[config.mk]
export PLATFORM = sky130hd
export DESIGN_NAME = iob_bus_merge2
export DESIGN_NICKNAME = d
export VERILOG_FILES = /design/src/rtl/iob_bus_merge2.sv
export SDC_FILE = /design/constraint.sdc
export NUM_CORES = 1
export LEC_CHECK = 0
export CORE_AREA = 2 2 121 123
export CTS_CLUSTER_SIZE = 16
export DETAILED_ROUTE_END_ITERATION = 7
export DIE_AREA = 0 0 123 125
export GPL_TIMING_DRIVEN = 0
export PLACE_DENSITY = 0.59
export SYNTH_ARGS = -nofsm -noshare
export SYNTH_HDL_FRONTEND = slang
export SYNTH_SLANG_ARGS = --single-unit
[constraint.sdc]
create_clock -name clk -period 4.1 [get_ports clk]
set_input_delay 0.615 -clock clk [delete_from_list [all_inputs] [get_ports clk]]
set_output_delay 0.615 -clock clk [all_outputs]
set_load 0.1 [all_outputs]
[src/rtl/iob_bus_merge2.sv]
// Two-into-one IOb native bus merger: round-robin arbitration with grant hold,
// a single outstanding read and a read-response watchdog with a sticky timeout flag.
module iob_bus_merge2 #(
  parameter int ADDR_W = 32,
  parameter int DATA_W = 32,
  parameter int TO_W   = 8,
  localparam int REQ_W  = 1 + ADDR_W + DATA_W + DATA_W / 8,
  localparam int RESP_W = DATA_W + 2
) (
  input  logic              clk,
  input  logic              rst,
  input  logic [REQ_W-1:0]  i_req,
  output logic [RESP_W-1:0] i_resp,
  input  logic [REQ_W-1:0]  d_req,
  output logic [RESP_W-1:0] d_resp,
  output logic [REQ_W-1:0]  m_req,
  input  logic [RESP_W-1:0] m_resp,
  output logic              timeout
);

  typedef enum logic [1:0] {IDLE, HOLD, RD_WAIT} state_t;

  state_t          state;
  logic            last_winner;
  logic            owner;
  logic [TO_W-1:0] wd;

  logic              i_valid, d_valid;
  logic              grant, gnt_valid;
  logic              m_ready, m_rvalid;
  logic [DATA_W-1:0] m_rdata, rd_data;
  logic [REQ_W-1:0]  gnt_req;
  logic              is_read, accept;
  logic              wd_max, rd_done;
  logic              i_rd, d_rd;

  // NOTE: every signal gets a default at the top of always_comb so no path
  // leaves it unassigned; otherwise synthesis infers a latch.
  always_comb begin
    i_valid   = i_req[REQ_W-1];
    d_valid   = d_req[REQ_W-1];
    m_ready   = m_resp[0];
    m_rvalid  = m_resp[1];
    m_rdata   = m_resp[RESP_W-1:2];
    grant     = owner;
    gnt_valid = 1'b0;

    case (state)
      IDLE: begin
        // A tie goes to whoever did not win last; a lone requester always wins.
        grant     = (i_valid && d_valid) ? ~last_winner : d_valid;
        gnt_valid = i_valid | d_valid;
      end
      HOLD: begin
        grant     = owner;
        gnt_valid = owner ? d_valid : i_valid;
      end
      default: ;
    endcase

    if (rst) gnt_valid = 1'b0;

    gnt_req = grant ? d_req : i_req;
    is_read = (gnt_req[DATA_W/8-1:0] == '0);
    accept  = gnt_valid & m_ready;
    m_req   = gnt_valid ? gnt_req : '0;

    // Watchdog expiry completes the read with zero data; a real rvalid wins a tie.
    wd_max  = &wd;
    rd_done = !rst && (state == RD_WAIT) && (m_rvalid || wd_max);
    rd_data = m_rvalid ? m_rdata : '0;
    i_rd    = rd_done & ~owner;
    d_rd    = rd_done & owner;

    i_resp = {i_rd ? rd_data : {DATA_W{1'b0}}, i_rd, accept & ~grant};
    d_resp = {d_rd ? rd_data : {DATA_W{1'b0}}, d_rd, accept & grant};
  end

  // NOTE: sequential state uses non-blocking assignments only, so every
  // register samples the values from before this clock edge.
  always_ff @(posedge clk) begin
    if (rst) begin
      state       <= IDLE;
      last_winner <= 1'b0;
      owner       <= 1'b0;
      wd          <= '0;
      timeout     <= 1'b0;
    end else begin
      case (state)
        IDLE, HOLD: begin
          if (!gnt_valid) begin
            state <= IDLE;
          end else if (m_ready) begin
            last_winner <= grant;
            if (is_read) begin
              state <= RD_WAIT;
              owner <= grant;
              wd    <= '0;
            end else begin
              state <= IDLE;
            end
          end else begin
            state <= HOLD;
            owner <= grant;
          end
        end
        RD_WAIT: begin
          wd <= wd + 1'b1;
          if (m_rvalid) begin
            state <= IDLE;
          end else if (wd_max) begin
            timeout <= 1'b1;
            state   <= IDLE;
          end
        end
        default: state <= IDLE;
      endcase
    end
  end

endmodule
==> flow_summary.html <==
<table>
<tr><th>Metric</th><th>Value</th></tr>
<tr><th colspan="2">Detailed routing</th></tr>
<tr><td>DR WL/cell</td><td>14.4 um</td></tr>
<tr><td>Via-per-instance ratio</td><td>4.20</td></tr>
<tr><td>Count of TritonRoute iterations in the first routing pass</td><td>4</td></tr>
<tr><td>Antenna Nets Post-Route</td><td>0</td></tr>
<tr><td>Total DRC errors in the routed layout</td><td>0</td></tr>
<tr><td>Number of design-rule violations left by the first detailed-router iteration</td><td>108</td></tr>
<tr><td>Post-Route WL</td><td>13,300 um</td></tr>
<tr><td>Number of vias after detailed routing</td><td>3,862</td></tr>
<tr><th colspan="2">Critical path</th></tr>
<tr><td>Data arrival time of the critical path</td><td>3.33 ns</td></tr>
<tr><td>Highest net fanout along the worst path</td><td>10</td></tr>
<tr><td>Data required time of the critical path</td><td>3.48 ns</td></tr>
<tr><td>CP startpoint kind</td><td>input port</td></tr>
<tr><td>Crit path kind</td><td>input port to output port</td></tr>
<tr><td>Kind of end point of the critical path</td><td>output port</td></tr>
<tr><th colspan="2">Logic synthesis</th></tr>
<tr><td>Share of Yosys cell area claimed by the top area cell type</td><td>31.2%</td></tr>
<tr><td>Library cell occupying the most area in the post-synthesis netlist</td><td>sky130_fd_sc_hd__nand2_1</td></tr>
<tr><td>Primary FF master, synth</td><td>sky130_fd_sc_hd__dfxtp_1</td></tr>
<tr><td>Post-synth design cell area</td><td>0.00209 mm^2</td></tr>
<tr><td>Post-synth cell types</td><td>38</td></tr>
<tr><td>Number of nets in the synthesized netlist</td><td>597</td></tr>
<tr><td>Mean instance size in the synthesized netlist</td><td>4.96 um^2</td></tr>
<tr><td>Post-synth EDFFs</td><td>0</td></tr>
<tr><td>Fraction of registers with async set/reset</td><td>0%</td></tr>
<tr><td>Cells after Synth</td><td>422</td></tr>
<tr><td>Largest cells by area after synthesis</td><td>sky130_fd_sc_hd__nand2_1 (31%), sky130_fd_sc_hd__a21oi_1 (17%), sky130_fd_sc_hd__nor2_1 (14%)</td></tr>
<tr><td>Post-synthesis sequential element count</td><td>13</td></tr>
<tr><td>Sequential cell area fraction in the yosys report</td><td>12.4%</td></tr>
<tr><td>Number of warning messages in the yosys log</td><td>0</td></tr>
<tr><th colspan="2">Pwr</th></tr>
<tr><td>Sw Pwr</td><td>601 uW</td></tr>
<tr><td>Share of total power in combinational logic</td><td>71.1%</td></tr>
<tr><td>Relative contribution of sequential cells to total power</td><td>12.0%</td></tr>
<tr><td>Total power divided by cell area</td><td>208 mW/mm^2</td></tr>
<tr><td>Internal portion of total power</td><td>495 uW</td></tr>
<tr><td>Total leakage power</td><td>0.00219 uW</td></tr>
<tr><td>Clock power share</td><td>16.9%</td></tr>
<tr><td>Switching power share of the total</td><td>54.8%</td></tr>
<tr><td>Largest voltage drop on the vdd net</td><td>104 uV</td></tr>
<tr><th colspan="2">Run status</th></tr>
<tr><td>Status</td><td>completed</td></tr>
<tr><th colspan="2">Timing</th></tr>
<tr><td>Slew at the pin closest to its max-slew limit</td><td>1.02 ns</td></tr>
<tr><td>Tightest hold margin</td><td>0.475 ns</td></tr>
<tr><td>Number of hold violations in the final report</td><td>0</td></tr>
<tr><td>Pins Over Slew Limit</td><td>0</td></tr>
<tr><td>Sum of negative setup slack</td><td>0 ns</td></tr>
<tr><td>Max Clk Rate</td><td>0.254 GHz</td></tr>
<tr><td>Final critical-path share of the clock period</td><td>96.2%</td></tr>
<tr><td>Count of endpoints failing setup in the final report</td><td>0</td></tr>
<tr><td>Crit path time final</td><td>3.94 ns</td></tr>
<tr><td>Setup repair after global routing missed its margin</td><td>false</td></tr>
<tr><td>Tightest slew margin relative to the limit</td><td>32.1%</td></tr>
<tr><td>Final critical-path setup slack</td><td>0.155 ns</td></tr>
<tr><td>Layout Skew</td><td>0.00324 ns</td></tr>
<tr><th colspan="2">Final layout</th></tr>
<tr><td>Most frequent standard cell in the layout excluding fill and tap cells</td><td>sky130_fd_sc_hd__clkdlybuf4s50_1</td></tr>
<tr><td>Syn-to-layout area delta</td><td>152%</td></tr>
<tr><td>Leading cell types in the layout, fill and taps excluded</td><td>sky130_fd_sc_hd__clkdlybuf4s50_1 (240), sky130_fd_sc_hd__nand2_1 (174), sky130_fd_sc_hd__nor2_1 (76)</td></tr>
<tr><td>Fraction of layout instances using a drive strength above 1</td><td>8.97%</td></tr>
<tr><td>Antenna diode count</td><td>0</td></tr>
<tr><td>Number of standard cells in the layout, taps in and fillers out</td><td>920</td></tr>
<tr><td>Layout Nets</td><td>912</td></tr>
<tr><th colspan="2">Worst hold path</th></tr>
<tr><td>Worst hold path type</td><td>flop to flop</td></tr>
<tr><th colspan="2">Floorplan</th></tr>
<tr><td>Floorplan die height</td><td>125 um</td></tr>
<tr><td>Row cnt</td><td>44</td></tr>
<tr><td>Core Footprint</td><td>0.0142 mm^2</td></tr>
<tr><td>Initial cell density of the core</td><td>14.7%</td></tr>
<tr><td>Die outline area</td><td>0.0154 mm^2</td></tr>
<tr><td>I/O pin cnt</td><td>312</td></tr>
<tr><td>Horiz. Die Dim</td><td>123 um</td></tr>
<tr><th colspan="2">Clock tree</th></tr>
<tr><td>Clock tree from TritonCTS</td><td>done</td></tr>
<tr><td>Clock Path Buffers</td><td>2</td></tr>
<tr><td>Setup Buffers After CTS</td><td>0</td></tr>
<tr><td>Sinks on the clock net</td><td>13</td></tr>
<tr><td>CTS Hold Buffers Added</td><td>0</td></tr>
<tr><td>CTS clk-pin slew, worst paths</td><td>0.05 ns</td></tr>
<tr><td>Root Buffer Master</td><td>sky130_fd_sc_hd__clkbuf_16</td></tr>
<tr><td>Clock H-tree levels</td><td>1</td></tr>
<tr><td>Clk Latency, worst-skew pair</td><td>0.24 ns</td></tr>
<tr><td>Clock buffer count from CTS</td><td>3</td></tr>
<tr><th colspan="2">Placed design</th></tr>
<tr><td>Port-buffer cells</td><td>310</td></tr>
<tr><td>Post-DP HPWL</td><td>11,300 um</td></tr>
<tr><td>Placed cell count</td><td>916</td></tr>
<tr><td>Post-Place Worst Slack</td><td>-0.284 ns</td></tr>
<tr><td>Routability cong.</td><td>0.774</td></tr>
<tr><th colspan="2">Global route</th></tr>
<tr><td>Global-route usage over all layers</td><td>16.3%</td></tr>
<tr><td>Largest net degree at the start of global routing</td><td>11</td></tr>
<tr><td>Grt ovf</td><td>0</td></tr>
<tr><td>Vias in the first global route</td><td>3,739</td></tr>
<tr><td>Wire length of the first global-routing pass</td><td>20,000 um</td></tr>
<tr><td>Initial antenna violation count</td><td>0</td></tr>
<tr><th colspan="2">Run</th></tr>
<tr><td>Max capacitance violation total</td><td>0</td></tr>
</table>
==> worst max-delay path: stages <==
cell	delay [ns]
sky130_fd_sc_hd__clkdlybuf4s50_1	0.49
sky130_fd_sc_hd__nand2_1	0.10
sky130_fd_sc_hd__a31oi_2	0.57
sky130_fd_sc_hd__clkbuf_1	0.42
sky130_fd_sc_hd__nand2_1	0.10
sky130_fd_sc_hd__a21oi_1	0.13
sky130_fd_sc_hd__dlygate4sd2_1	0.88
==> path summary, 6_finish.rpt <==
kind | from | end | slack, ns | depth (start not counted)
hold reg to reg | timeout | timeout | 0.48 | 1
setup / recovery | i_req[68] | m_req[59] | 0.16 | 7
hold / removal | timeout | timeout | 0.48 | 1
setup reg to reg | state[0] | wd[6] | 2.07 | 5
==> cell usage after synthesis, drive strengths merged, types with 4 or more instances <==
master and number:
nand2 175, nor2 76, a21oi 71, clkbuf 26, dfxtp 13, buf 12, nand3 5, a31oi 4
inv 4, o21a 4
==> state kept, by name, indices dropped and copies added, names as in the netlist <==
name         count
wd               8
state            2
owner            1
timeout          1
last_winner      1
==> repair_timing <==
action / in CTS / in global routing
endpoints found under the setup margin: 68 / 55
endpoints found under the hold margin: 0 / 0
gates resized for setup: 70 / 97
pin swaps: 0 / 0
==> power groups by stage <==
stage          registers, uW  clock network, uW  logic, uW
2_1_floorplan            133                  0        514
3_3_place_gp             134                  0        825
3_5_place_dp             134                  0        824
4_1_cts                  131                186        792
5_1_grt                  132                193        826
6_report                 131                185        780
==> metrics by stage <==
| step | util (%) | power [uW] | cell area [um^2] |
|---|---|---|---|
| final | 37.1 | 1100 | 5270 |
| after global routing | 37.1 | 1150 | 5270 |
| after CTS | 38.2 | 1110 | 5420 |
| after detailed placement | 38.2 | 958 | 5430 |
| after global placement | 38.2 | 959 | 5430 |
| after floorplan | - | 647 | 2090 |
==> final cells by class <==
cell class / count / area (um^2)
clock buffer: 4 / 78.8
inverter: 5 / 23.8
buffer: 38 / 169
sequential: 13 / 260
fill: 1569 / 8930
tap: 184 / 230
multi-input combinational: 366 / 1640
timing repair buffer: 310 / 2870
==> logic make-up (layout without fill, tap and decap cells) <==
family | count (synthesis) | count (layout) | share of synthesized area [%]
muxes | 2 | 2 | 1.14
adders and majority gates | 1 | 1 | 0.598
AOI/OAI and AO/OA | 94 | 94 | 26.1
buffers and inverters | 43 | 357 | 9.21
DFF | 13 | 13 | 12.4
and+or+nand+nor | 269 | 269 | 50.5
==> per-layer routing <==
| metal | share of wire [%] | GRT usage (%) | up-vias | wire length (um) |
|---|---|---|---|---|
| met5 | 0 | 0 | - | 0 |
| met4 | 0.93 | 2.27 | 0 | 123 |
| met3 | 10 | 4.15 | 6 | 1350 |
| met2 | 50 | 30.5 | 196 | 6590 |
| met1 | 39 | 18.9 | 1666 | 5210 |
| li1 | - | - | 1994 | - |
(Power assumes the default switching activity.)
